### src/rtl/pipe_ctrl.sv
// pipe_ctrl: stall merge, exception flush sequencing, stall watchdog; PIPE_PERF_EN builds the perf counters.
module pipe_ctrl #(
  parameter int STALL_TIMEOUT = 1023,
  parameter int FLUSH_CYCLES = 1
) (
  input  logic        clk,
  input  logic        rst,
  input  logic        stallreq_if,
  input  logic        stallreq_id,
  input  logic        stallreq_ex,
  input  logic        stallreq_mem,
  input  logic [31:0] excepttype_i,
  input  logic [31:0] cp0_epc_i,
  output logic [5:0]  stall,
  output logic        flush,
  output logic [31:0] new_pc,
  output logic        stall_timeout,
  output logic [31:0] stall_cycles,
  output logic [15:0] flush_count
);
  localparam logic [1:0] RUN = 2'd0, EXC = 2'd1, FLUSH = 2'd2;
  logic [1:0] state, state_nxt;
  logic [3:0] fcnt;
  logic [9:0] wd, wd_nxt;
  logic exc;
  assign exc = |excepttype_i;
  always_comb begin
    stall = (!rst || state != RUN) ? 6'b000000 :
            exc          ? 6'b111111 :
            stallreq_mem ? 6'b011111 :
            stallreq_ex  ? 6'b001111 :
            stallreq_id  ? 6'b000111 :
            stallreq_if  ? 6'b000011 : 6'b000000;
    state_nxt = state == RUN ? (exc ? EXC : RUN) :
                state == EXC ? (FLUSH_CYCLES == 1 ? RUN : FLUSH) :
                (fcnt <= 4'd2 ? RUN : FLUSH);
    // stall is already zero outside RUN, so stall[0] alone gates the watchdog
    wd_nxt = stall[0] ? (wd == 10'h3ff ? wd : wd + 10'd1) : 10'd0;
  end
  always_ff @(posedge clk) begin
    if (!rst) begin
      state <= RUN;
      flush <= 1'b0;
      new_pc <= 32'h0;
      fcnt <= 4'd0;
      wd <= 10'd0;
      stall_timeout <= 1'b0;
    end else begin
      state <= state_nxt;
      flush <= state_nxt != RUN;
      if (state == RUN && exc) new_pc <= excepttype_i == 32'h0000000e ? cp0_epc_i : 32'h00000020;
      fcnt <= state == EXC ? 4'(FLUSH_CYCLES) : state == FLUSH ? fcnt - 4'd1 : fcnt;
      wd <= wd_nxt;
      stall_timeout <= stall_timeout | (wd_nxt == 10'(STALL_TIMEOUT));
    end
  end
`ifdef PIPE_PERF_EN
  always_ff @(posedge clk) begin
    if (!rst) begin
      stall_cycles <= 32'h0;
      flush_count <= 16'h0;
    end else begin
      if (stall[0] && stall_cycles != 32'hffffffff) stall_cycles <= stall_cycles + 32'd1;
      if (state == RUN && exc) flush_count <= flush_count + 16'd1;
    end
  end
`else
  assign stall_cycles = 32'h0;
  assign flush_count = 16'h0;
`endif
endmodule

### config.mk
export PLATFORM = sky130hd
export DESIGN_NAME = pipe_ctrl
export DESIGN_NICKNAME = d
export VERILOG_FILES = /design/src/rtl/pipe_ctrl.sv
export SDC_FILE = /design/constraint.sdc
export NUM_CORES = 1
export LEC_CHECK = 0
export ABC_AREA = 1
export BUFFER_PORTS_ARGS = -buffer_cell sky130_fd_sc_hd__buf_4
export CAP_MARGIN = 20
export CORE_MARGIN = 5
export CORE_UTILIZATION = 41
export DETAILED_ROUTE_END_ITERATION = 8
export PLACE_DENSITY = 0.77
export SYNTH_ARGS = -nofsm -noshare
export SYNTH_HDL_FRONTEND = slang
export SYNTH_SLANG_ARGS = --single-unit
### constraint.sdc
create_clock -name clk -period 1.59 [get_ports clk]
set_clock_uncertainty 0.05 [all_clocks]
set_input_delay 0 -clock clk [delete_from_list [all_inputs] [get_ports clk]]
set_output_delay 0 -clock clk [all_outputs]
set_load 0.05 [all_outputs]
* Word level (Yosys, flattened, before mapping)
Cells that the tools add are included.
Storage, ports and cells: register bits after elaboration 50, bits of input ports 70, output and inout bits 88
Operators by class: add/subtract/negate cells 2, $lt $le $gt $ge 1, eq/ne operators 5, mux-type cells 15, bitwise operators 2, reductions and logical operators 9
Operator list (count):
- $eq A32 B4 Y1 const B | 1
- $mux W32 | 1
- $reduce_or A32 Y1 | 1
- $eq A10 B10 Y1 const B | 2
- $mux W10 | 2
- $mux W6 | 2
- $add A10 B1 Y10 const B | 1
- $mux W2 | 4
- $reduce_bool A2 Y1 | 3
- $mux W5 | 1
- $le A4 B2 Y1 const B | 1
- $mux W4 | 1
- $sub A4 B1 Y4 const B | 1
- $mux W1 | 3
- $mux W3 | 1
- $eq A2 B1 Y1 const B | 1
- $eq A2 B2 Y1 const B | 1
- $logic_not A2 Y1 | 1
- $reduce_or A2 Y1 | 1
- $logic_and A1 B1 Y1 | 1
- $logic_not A1 Y1 | 1
- $logic_or A1 B1 Y1 | 1
- $not A1 Y1 | 1
- $or A1 B1 Y1 | 1

* Longest topological paths before layout
depth in word-level cells 9, mapped depth 12, depth with buffers taken out 12

* Least setup slack after synthesis
Ideal clock, no wire load.
path kind register to output, start reg state[0], end out stall[1], arrival time 1.545 ns, data required time 1.540 ns, slack -0.005 ns, cell stages (with the launch flop) 8, path through dfxtp_1 inv_1 ha_1 nand2_1 inv_1 nand2_1 inv_1 buf_4
On the way: cells in the longest elaborated chain, start to end 3
RTL lines:
- from (decl) | RTL line 22 | logic [1:0] state, state_nxt;
- from (signal assigned) | RTL line 49 | state <= state_nxt;
- $reduce_bool A2 Y1 | RTL line 28 | stall = (!rst || state != RUN) ? 6'b000000 :
- $logic_or A1 B1 Y1 | RTL line 28
- $mux W6 | RTL line 28
- to (decl) | RTL line 14 | output logic [5:0] stall,
No other way between the ends.

* Final worst setup path
start reg wd[1], end reg stall_timeout
On the way: cells in the longest elaborated chain, start to end 5, elaborated cells on any way between the ends 6
RTL lines:
- from (decl) | RTL line 24 | logic [9:0] wd, wd_nxt;
- from (signal assigned) | RTL line 53 | wd <= wd_nxt;
- $add A10 B1 Y10 or $eq A10 B10 Y1 (tied branches) | RTL line 38 | wd_nxt = stall[0] ? (wd == 10'h3ff ? wd : wd + 10'd1) : 10'd0;
- $mux W10 * (2 in a row) | RTL line 38
- $eq A10 B10 Y1 * | RTL line 54 | stall_timeout <= stall_timeout | (wd_nxt == 10'(STALL_TIMEOUT));
- $or A1 B1 Y1 * | RTL line 54
- to (signal assigned) | RTL line 54
- to (decl) | RTL line 17 | output logic stall_timeout,
Mark *: on every way between the ends. The rest lies on a longest branch, timed or not. A chain may end at the register's enable or synchronous reset.

==> reports/results.ini <==
[power_and_ir_drop]
combinationalPowerShare_pct=25.4
p_sw_share_pct=32.2
power.switching_uw=951
p_clk_share_pct=31.4
vdd_drop_max_mv=0.420
internal-power_mw=2.00
powerDensity_nw_per_um2=666
seqPwrFrac_pct=43.2
power.leakage_nw=1.92

[clock_network]
clk_pin_slew_ns=0.10
cts_sinks=50
clk_path_buf_depth=2
clkLatencyLatePin_ns=0.30
cts-buffers-inserted=5
cts_tree=yes
h-tree-depth=2
cts_root_buf=clkbuf_8

[cells_and_area]
drive_gt1_share_pct=43.6
fin_util_pct=61.7
area_growth_pct=47.3
final_cells=636
fin_nets=612
nFillCells=632
ff_latch_area_um2=1000
n_antenna_cell=0
multi_input_area_um2=1640

[placement]
dp.cells=588
port_buffers=109
gp_congestion=0.950
dpl.hpwl_mm=5.89

[synth]
synth_area_per_cell_um2=8.06
ys.warnings.count=0
synthTopCellsByCount=nand2_1, buf_4, dfxtp_1, nor2_1, nand3_2
synth_cell_type_count=32
synth_edf_count=0
synth_most_common_cell=nand2_1
yosysTopAreaCell=dfxtp_1
synth_top_area_share_pct=33.3
synth-main-ff-cell=dfxtp_1
synthArstFlopShare_pct=0
synth.area.top_cells=dfxtp_1, buf_4, nand3_2
synth_cells=373
ys_ff_latch=50
ys_seq_area_share_pct=33.3
syn_area_um2=3010

[global_route]
grt_max_degree=33
grt_pass1_wl_mm=12.9
grtUsageTotal_pct=17.5
antenna_found_initial=0
grt_overflow=0
grt_pass1_vias=2816

[detailed_routing]
drc=0
routed-via-count=2823
firstDrtPassIters=4
wirelength_mm=8.04
ant_nets=0
post_drt_wl_per_cell_um=12.6
first_iter_violations=82
viasPerCell=4.44

[floorplanning]
core_um2=7180
pin_count=158
start_util_pct=41.9
fp-row-count=31
dieHeight_um=95.6
dieArea_um2=9140
fp.dieW_um=95.6

[status]
status=finished, final reports clean

[timing]
hold_viol=0
final-setup-viol-count=0
timing.hold.ws_ns=0.136
period_needed_ns=1.57
rsz0062_at_grt=yes
fin_crit_sh_pct=98.9
fmax_mhz=636
finalSetupTns_ns=0
slew_viol_final=0

[worst_setup_path]
cp_slowest_cell=dfxtp_2
crit_path_max_fanout=4
crit_type=reg2reg
worstSetupStartpointType=register
critPathRequiredTime_ns=1.78
cp_cell_sequence=ha_4, nand2_4, nor2_4, buf_6, nand2_1, nand2_1, o21ai_2, inv_1, nand4_1, nor2_1, nand3_1, a21oi_1
critPathBufInv=2
worst_setup_path_end_kind=register
path_common_cell=nand2_1
arrival_ns=1.76
cp_top_family=simple AND/OR/NAND/NOR gates
slowest_delay_ns=0.37

[job]
drv_cap=0

[min_path]
min_path_type=in2reg

## area by class of cell
| type | count | area share, % |
|---|---|---|
| clock buffer | 5 | 1.55 |
| clock inverter | 3 | 1.07 |
| inverter | 31 | 2.71 |
| multi-input combinational | 277 | 37.0 |
| sequential | 50 | 22.7 |
| tap | 99 | 2.80 |
| timing repair buffer | 171 | 32.2 |
## worst paths after layout
| check | from | end | slack, ns | depth (start not counted) |
|---|---|---|---|---|
| min | excepttype_i[0] | state[0] | 0.14 | 7 |
| min reg2reg | stall_timeout | stall_timeout | 0.40 | 2 |
| max | wd[1] | stall_timeout | 0.02 | 12 |
| max reg2reg | wd[1] | stall_timeout | 0.02 | 12 |
## power by group through the flow
stage	clock network (mW)	registers (mW)	logic [mW]
after global routing	0.997	1.28	0.797
after floorplan	0	1.31	0.514
final	0.927	1.27	0.750
after detailed placement	0	1.30	0.663
after CTS	0.937	1.27	0.732
after global placement	0	1.30	0.657
## registers in the layout (all words and copies together) (netlist names)
register and cells:
stall_timeout 1, state 2, fcnt 4, new_pc 32, flush 1, wd 10
## kinds of logic (layout without fill, tap and decap cells)
logic type      after synthesis  after routing  synth area share (%)
simple gates                170            170                  30.9
buf+inv                      93            210                  19.7
compound gates               51             51                  12.8
flops                        50             50                  33.3
fa+ha+maj                     6              6                  2.50
xor+xnor                      2              2                 0.583
other cells                   1             48                 0.125
## metrics by stage
step	total power, mW	setup WS (ns)	cell area (um^2)
floorplan	1.83	0.0133	3190
global placement	1.96	-0.0328	3870
detailed placement	1.96	-0.0736	3870
CTS	2.94	0.00363	4380
global route	3.07	-0.142	4430
finish	2.95	0.0169	4430
## per-layer routing
| layer | vias to the layer above | wire, um | share of wire [%] | track usage [%] |
|---|---|---|---|---|
| li1 | 1436 | - | - | - |
| met1 | 1287 | 3070 | 38 | 19.8 |
| met2 | 91 | 4350 | 54 | 33.1 |
| met3 | 9 | 539 | 6.7 | 4.66 |
| met4 | 0 | 85 | 1.1 | 2.73 |
| met5 | - | 0 | 0 | 0 |
## cells in the final DEF, fill, tap and decap left out, types with 6 or more instances in the layout
cell type / count
nand4_1: 6
dlygate4sd3_1: 33
nand3_2: 31
dfxtp_1: 47
nand2_1: 65
a31oi_1: 6
a21oi_2: 29
nand3_1: 10
inv_1: 24
buf_4: 132
nor2_1: 38
conb_1: 48
a21oi_1: 9
## timing repair
action / in CTS / in global routing
setup buffers: 4 / 3
endpoints found under the hold margin: 36 / 0
setup endpoints to repair: 3 / 9
resized for setup: 10 / 13
pin swaps: 2 / 10
hold buffers: 33 / 0
## worst register-to-register path, cell delays in order (launching register included)
cell	delay [ns]
dfxtp_2	0.37
ha_4	0.15
nand2_4	0.06
nor2_4	0.12
buf_6	0.12
nand2_1	0.08
nand2_1	0.08
o21ai_2	0.06
inv_1	0.05
nand4_1	0.08
nor2_1	0.10
nand3_1	0.08
a21oi_1	0.13
No activity file was read; power rests on OpenSTA's default activity.
